`config.mk`:
```
export PLATFORM = sky130hd
export DESIGN_NAME = tff_counter_ctrl
export DESIGN_NICKNAME = d
export VERILOG_FILES = /design/src/rtl/tff_counter_ctrl.sv
export SDC_FILE = /design/constraint.sdc
export NUM_CORES = 1
export LEC_CHECK = 0
export ABC_AREA = 1
export BUFFER_PORTS_ARGS = -buffer_cell sky130_fd_sc_hd__buf_2
export CAP_MARGIN = 15
export CORE_AREA = 2 2 42 44
export DETAILED_ROUTE_END_ITERATION = 10
export DIE_AREA = 0 0 44 46
export MAX_ROUTING_LAYER = met4
export PLACE_DENSITY_LB_ADDON = 0.15
export SYNTH_ARGS = -nofsm -noshare
export SYNTH_HDL_FRONTEND = slang
export SYNTH_SLANG_ARGS = --single-unit
```
`constraint.sdc`:
```
create_clock -name sysclk -period 1.7 [get_ports sysclk]
set_clock_uncertainty 0.2 [all_clocks]
set_input_delay 0.34 -clock sysclk [delete_from_list [all_inputs] [get_ports sysclk]]
set_output_delay 0.34 -clock sysclk [all_outputs]
set_load 0.005 [all_outputs]
```
`src/rtl/tff_counter_ctrl.sv`:
```
// Sequencer for an external chain of T flip-flops: drives the per-stage toggle vector
// from the fed-back q to clear, count up/down with a prescaler, or run one-shot to a target.
//
// state | meaning
// ------+---------------------------------------------------------------
// CLEAR | toggle every set bit of q until the chain reads zero
// IDLE  | chain held; waiting for start or clear_req
// RUN   | prescaled counting using the dir/mode/target latched at start
// DONE  | one-shot target reached; single-cycle done pulse
module tff_counter_ctrl #(
  parameter int WIDTH    = 3,
  parameter int PRESCALE = 4
) (
  input  logic             sysclk,
  input  logic             reset,
  input  logic             start,
  input  logic             stop,
  input  logic             clear_req,
  input  logic             dir,
  input  logic             mode,
  input  logic [WIDTH-1:0] target,
  input  logic [WIDTH-1:0] q,
  output logic [WIDTH-1:0] t,
  output logic             tick,
  output logic             busy,
  output logic             done
);

  localparam int PW = (PRESCALE > 1) ? $clog2(PRESCALE) : 1;
  localparam logic [PW-1:0] PS_LAST = PW'(PRESCALE - 1);

  typedef enum logic [1:0] {
    S_CLEAR = 2'd0,
    S_IDLE  = 2'd1,
    S_RUN   = 2'd2,
    S_DONE  = 2'd3
  } state_t;

  state_t           state;
  state_t           state_nxt;
  logic [PW-1:0]    pre;
  logic             dir_r;
  logic             mode_r;
  logic [WIDTH-1:0] target_r;
  logic [WIDTH-1:0] t_step;
  logic [WIDTH-1:0] q_step;
  logic             tick_int;
  logic             carry;
  logic             at_target;
  logic             start_ok;

  assign tick_int  = (state == S_RUN) && (pre == PS_LAST);
  assign at_target = (q == target_r);
  assign start_ok  = (state == S_IDLE) && !clear_req && start;

  // Stage i toggles when all lower stages are at the rollover value for the direction.
  always_comb begin
    t_step = '0;
    carry  = 1'b1;
    for (int i = 0; i < WIDTH; i++) begin
      t_step[i] = carry;
      carry     = carry & (dir_r ? q[i] : ~q[i]);
    end
    q_step = q ^ t_step;
  end

  always_ff @(posedge sysclk) begin
    if (reset) begin
      state    <= S_CLEAR;
      pre      <= '0;
      dir_r    <= 1'b1;
      mode_r   <= 1'b0;
      target_r <= '0;
    end else begin
      state <= state_nxt;
      if (start_ok) begin
        pre      <= '0;
        dir_r    <= dir;
        mode_r   <= mode;
        target_r <= target;
      end else if (state == S_RUN) begin
        pre <= tick_int ? '0 : pre + 1'b1;
      end else begin
        pre <= '0;
      end
    end
  end

  always_comb begin
    state_nxt = state;
    case (state)
      S_CLEAR: if (q == '0) state_nxt = S_IDLE;
      S_IDLE: begin
        if (clear_req)  state_nxt = S_CLEAR;
        else if (start) state_nxt = S_RUN;
      end
      S_RUN: begin
        if (clear_req)     state_nxt = S_CLEAR;
        else if (stop)     state_nxt = S_IDLE;
        else if (tick_int && mode_r && (at_target || (q_step == target_r)))
          state_nxt = S_DONE;
      end
      S_DONE:  state_nxt = S_IDLE;
      default: state_nxt = S_CLEAR;
    endcase
  end

  // A tick coinciding with stop/clear_req, or a one-shot already at target, takes no step.
  always_comb begin
    t    = '0;
    tick = 1'b0;
    busy = 1'b0;
    done = 1'b0;
    if (!reset) begin
      case (state)
        S_CLEAR: begin
          t    = q;
          busy = 1'b1;
        end
        S_RUN: begin
          busy = 1'b1;
          tick = tick_int;
          if (tick_int && !clear_req && !stop && !(mode_r && at_target))
            t = t_step;
        end
        S_DONE:  done = 1'b1;
        default: ;
      endcase
    end
  end

endmodule
```
==> impl_metrics.prom <==
# TYPE chip_impl_metric gauge
chip_impl_info{name="clock-root-buffer",value="sky130_fd_sc_hd__clkbuf_4"} 1
chip_impl_metric{name="clkSinkCount",unit=""} 9
chip_impl_metric{name="synthesis.nets",unit=""} 124
chip_impl_metric{name="finalSetupViolations",unit=""} 4
chip_impl_info{name="worst_hold_path_type",value="input pin to flop"} 1
chip_impl_info{name="worstPathCellList",value="inv_2 > ha_4 > inv_2 > nor3_4 > nand2_2 > a31oi_4 > nand3_2 > a21oi_2 > buf_2"} 1
chip_impl_metric{name="core",unit="um^2"} 1610
chip_impl_metric{name="layout_setup_ws",unit="ps"} -405
chip_impl_metric{name="final_util",unit="%"} 62.7
chip_impl_metric{name="worst-endpoint-arrival",unit="ps"} 1560
chip_impl_info{name="worst_r2r_startpoint",value="state[1]"} 1
chip_impl_metric{name="critical-path-max-stage-delay",unit="ps"} 320
chip_impl_metric{name="die_height",unit="um"} 46
chip_impl_metric{name="data_required_time_at_the_worst_endpoint",unit="ps"} 1160
chip_impl_info{name="synth.largest_area_cell",value="sky130_fd_sc_hd__dfxtp_1"} 1
chip_impl_metric{name="num_antenna_cells",unit=""} 0
chip_impl_metric{name="h-tree-depth",unit=""} 1
chip_impl_metric{name="final.min_clock_period",unit="ps"} 2100
chip_impl_metric{name="crit_fanout",unit=""} 3
chip_impl_metric{name="grt.total_usage",unit="%"} 17.7
chip_impl_info{name="failed_checks",value="setup timing"} 1
chip_impl_metric{name="routed_wl",unit="um"} 1740
chip_impl_metric{name="worstPathBufferInverterCount",unit=""} 3
chip_impl_metric{name="worstSkewPairLatency",unit="ps"} 280
chip_impl_metric{name="worst_slew_pin_slew",unit="ps"} 251
chip_impl_metric{name="die-area",unit="um^2"} 2020
chip_impl_info{name="critical_path_class",value="flop to output pin"} 1
chip_impl_info{name="hold_start",value="dir"} 1
chip_impl_metric{name="yosysSeqAreaShare",unit="%"} 28.1
chip_impl_metric{name="power_leakage",unit="nW"} 0.510
chip_impl_metric{name="dieWidth",unit="um"} 44
chip_impl_metric{name="post_route_cells_drive_above_1_share",unit="%"} 48.6
chip_impl_metric{name="worst_slew_margin_rel",unit="%"} 83.2
chip_impl_info{name="endpoint_class_of_the_critical_path",value="output pin"} 1
chip_impl_info{name="critPathSlowestCell",value="sky130_fd_sc_hd__dfxtp_2"} 1
chip_impl_metric{name="num_rows",unit=""} 15
chip_impl_metric{name="finish.net_count",unit=""} 163
chip_impl_metric{name="antenna_left",unit=""} 0
chip_impl_metric{name="totalNegativeSetupSlack",unit="ps"} -1170
chip_impl_metric{name="yosys_warnings",unit=""} 0
chip_impl_metric{name="place.port_buffers",unit=""} 18
chip_impl_metric{name="grt_antenna_before_repair",unit=""} 0
chip_impl_metric{name="worst_hold_path.num_cells",unit=""} 3
chip_impl_metric{name="wl_per_cell",unit="um"} 10.8
chip_impl_metric{name="drt-initial-drc-count",unit=""} 8
chip_impl_info{name="timing.critical_path.max_delay_family",value="flip-flops"} 1
chip_impl_metric{name="gp_congestion",unit=""} 0.846
chip_impl_metric{name="cellPowerDensity",unit="nW/um^2"} 1080
chip_impl_metric{name="effective_utilization_at_floorplan",unit="%"} 39.8
chip_impl_metric{name="syn-cell-area",unit="um^2"} 642
chip_impl_metric{name="postSynthAreaPerCell",unit="um^2"} 6.06
chip_impl_info{name="worst_hold_endpoint",value="dir_r"} 1
chip_impl_info{name="ys_top_cells_by_area",value="sky130_fd_sc_hd__dfxtp_1, sky130_fd_sc_hd__nand2_1, sky130_fd_sc_hd__ha_1, sky130_fd_sc_hd__inv_1, sky130_fd_sc_hd__nor2_1"} 1
chip_impl_metric{name="clkSlewWorstSetupHoldPaths",unit="ps"} 70
chip_impl_metric{name="synth_enable_flop_cells",unit=""} 0
chip_impl_metric{name="maxCapViolations",unit=""} 0
chip_impl_metric{name="pin_count_of_the_biggest_net_entering_global_routing",unit=""} 10
chip_impl_metric{name="first_pass_iters",unit=""} 4
chip_impl_metric{name="ff2ff_path_depth",unit=""} 9
chip_impl_metric{name="max_freq",unit="GHz"} 0.475
chip_impl_info{name="rsz0062_at_grt",value="true"} 1
chip_impl_metric{name="per_cell_via_count_in_the_routed_design",unit=""} 4.94
chip_impl_info{name="crit-reg2reg-capture",value="state[1]"} 1
chip_impl_metric{name="post-layout-total-power",unit="W"} 0.00109
chip_impl_info{name="run_status",value="complete, but fails checks"} 1
chip_impl_metric{name="dp_hpwl",unit="um"} 1250
chip_impl_metric{name="cts.path.max_buffers",unit=""} 2
chip_impl_metric{name="vias",unit=""} 796
chip_impl_metric{name="irDropWorstVdd",unit="mV"} 0.818
chip_impl_metric{name="post_synthesis_sequential_element_count",unit=""} 9
chip_impl_metric{name="synthDominantCellAreaShare",unit="%"} 28.1
chip_impl_metric{name="ios",unit=""} 19
chip_impl_info{name="cts_tree",value="built"} 1
chip_impl_metric{name="synthToLayoutAreaGrowth",unit="%"} 57.7
chip_impl_metric{name="finalHoldViolations",unit=""} 0
chip_impl_metric{name="drc",unit=""} 0
chip_impl_metric{name="first_global_vias",unit=""} 630
chip_impl_metric{name="syn_inst",unit=""} 106
chip_impl_info{name="timing.critical_path.mode_cell",value="sky130_fd_sc_hd__inv_2"} 1
chip_impl_metric{name="post-route-period-util",unit="%"} 124
chip_impl_metric{name="synth.lib_cells_used.distinct",unit=""} 19
chip_impl_metric{name="hold_ws",unit="ps"} 84.9
chip_impl_metric{name="grt_pass1_wl",unit="um"} 2490
chip_impl_info{name="predominant_post_synthesis_flop_cell",value="sky130_fd_sc_hd__dfxtp_1"} 1
chip_impl_metric{name="timing.reg2reg.setup_slack",unit="ps"} 40
chip_impl_info{name="critical_path_start_type",value="flop"} 1
chip_impl_info{name="worst_setup_path_startpoint",value="state[0]"} 1
chip_impl_metric{name="post_synth_arst_share",unit="%"} 0
chip_impl_metric{name="clock_buffers_created_by_tritoncts",unit=""} 3
chip_impl_metric{name="globalRoute.totalOverflow",unit=""} 0
chip_impl_metric{name="report.final.slew_viol_count",unit=""} 0
## flip-flops by register name (all words and copies together) (netlist names)
signal,flops
state,2
pre,2
mode_r,1
dir_r,1
target_r,3
## kinds of logic (layout without fill, tap and decap cells)
logic type,Yosys count,in the layout,synth area share (%)
AND/OR/NAND/NOR,56,57,36.1
buffers and inverters,18,55,10.5
AO/OA/AOI/OAI,17,17,14.2
flip-flops,9,9,28.1
adder cells (fa/ha/maj),5,5,9.75
XOR/XNOR,1,1,1.36
## where the power goes
| group | internal, W | switching, W |
|---|---|---|
| clock network | 0.0000911 | 0.0000891 |
| registers | 0.000258 | 0.0000309 |
| logic | 0.000298 | 0.000322 |
## cells in the mapped netlist (2+ instances only)
cell type                 number
sky130_fd_sc_hd__o21ai_0       4
sky130_fd_sc_hd__inv_2         2
sky130_fd_sc_hd__a21oi_1       9
sky130_fd_sc_hd__nand2_2       2
sky130_fd_sc_hd__inv_1        15
sky130_fd_sc_hd__dfxtp_1       9
sky130_fd_sc_hd__nor2_1       15
sky130_fd_sc_hd__nand3_1       5
sky130_fd_sc_hd__nand2_1      31
sky130_fd_sc_hd__ha_1          5
## through the flow
step / std cells / area [um^2] / worst slack [ps]
after floorplan: 106 / 677 / -113
after global placement: 152 / 875 / -208
after detailed placement: 152 / 875 / -266
after CTS: 158 / 948 / -445
after global routing: 161 / 1010 / -514
final: 161 / 1010 / -405
## routing by layer
metal  track usage [%]  part of all wire, %  vias up
met3              2.38                  5.0        5
met2              29.1                   50       24
li1                  -                    -      414
met1              20.4                   43      353
met5                 -                    0        -
met4              10.9                  2.4        0
## tightest hold or removal path, delay by kind of cell
kind | cells | cell delay [ps]
buf+inv | 1 | 70
simple gates | 1 | 40
compound gates | 1 | 60
## placed cells by master (no fill, tap or decap), types with 2 or more instances in the layout
cell type                  synthesis  layout
sky130_fd_sc_hd__dfxtp_1           9       6
sky130_fd_sc_hd__nor2_2            0       2
sky130_fd_sc_hd__inv_1            15      10
sky130_fd_sc_hd__dfxtp_2           0       3
sky130_fd_sc_hd__buf_2             0      18
sky130_fd_sc_hd__o21ai_0           4       4
sky130_fd_sc_hd__nand2_2           2       7
sky130_fd_sc_hd__ha_4              0       2
sky130_fd_sc_hd__a21oi_2           0       2
sky130_fd_sc_hd__inv_2             2       7
sky130_fd_sc_hd__buf_4             0      16
sky130_fd_sc_hd__nand3_2           0       3
sky130_fd_sc_hd__nor2_1           15      13
sky130_fd_sc_hd__a21oi_1           9       7
sky130_fd_sc_hd__clkbuf_4          0       3
sky130_fd_sc_hd__nand3_1           5       2
sky130_fd_sc_hd__nand2_1          31      26
sky130_fd_sc_hd__ha_2              0       2
## how the worst max path moves through the flow
stage                end  slack, ps  cells after the start
detailed placement  t[1]       -270                      9
global route        t[1]       -510                      9
global placement    t[1]       -210                      9
finish              t[2]       -400                      9
floorplan           t[1]       -110                      8
CTS                 t[1]       -450                      9
## what timing repair did
action / in CTS / in global routing
gates resized for setup: 7 / 16
hold buffers: 0 / 0
pin swaps: 6 / 7
buffers inserted: 2 / 4
setup endpoints to repair: 6 / 14
cloned: 0 / 1
## cell type report
cell class,instances,area (um^2)
repair buffers,34,210
well taps,17,21.3
fillers,158,602
clock buffers,4,26.3
multi-input cells,80,507
inverters,17,63.8
flip-flops and latches,9,184
No activity file was read; power rests on OpenSTA's default activity.
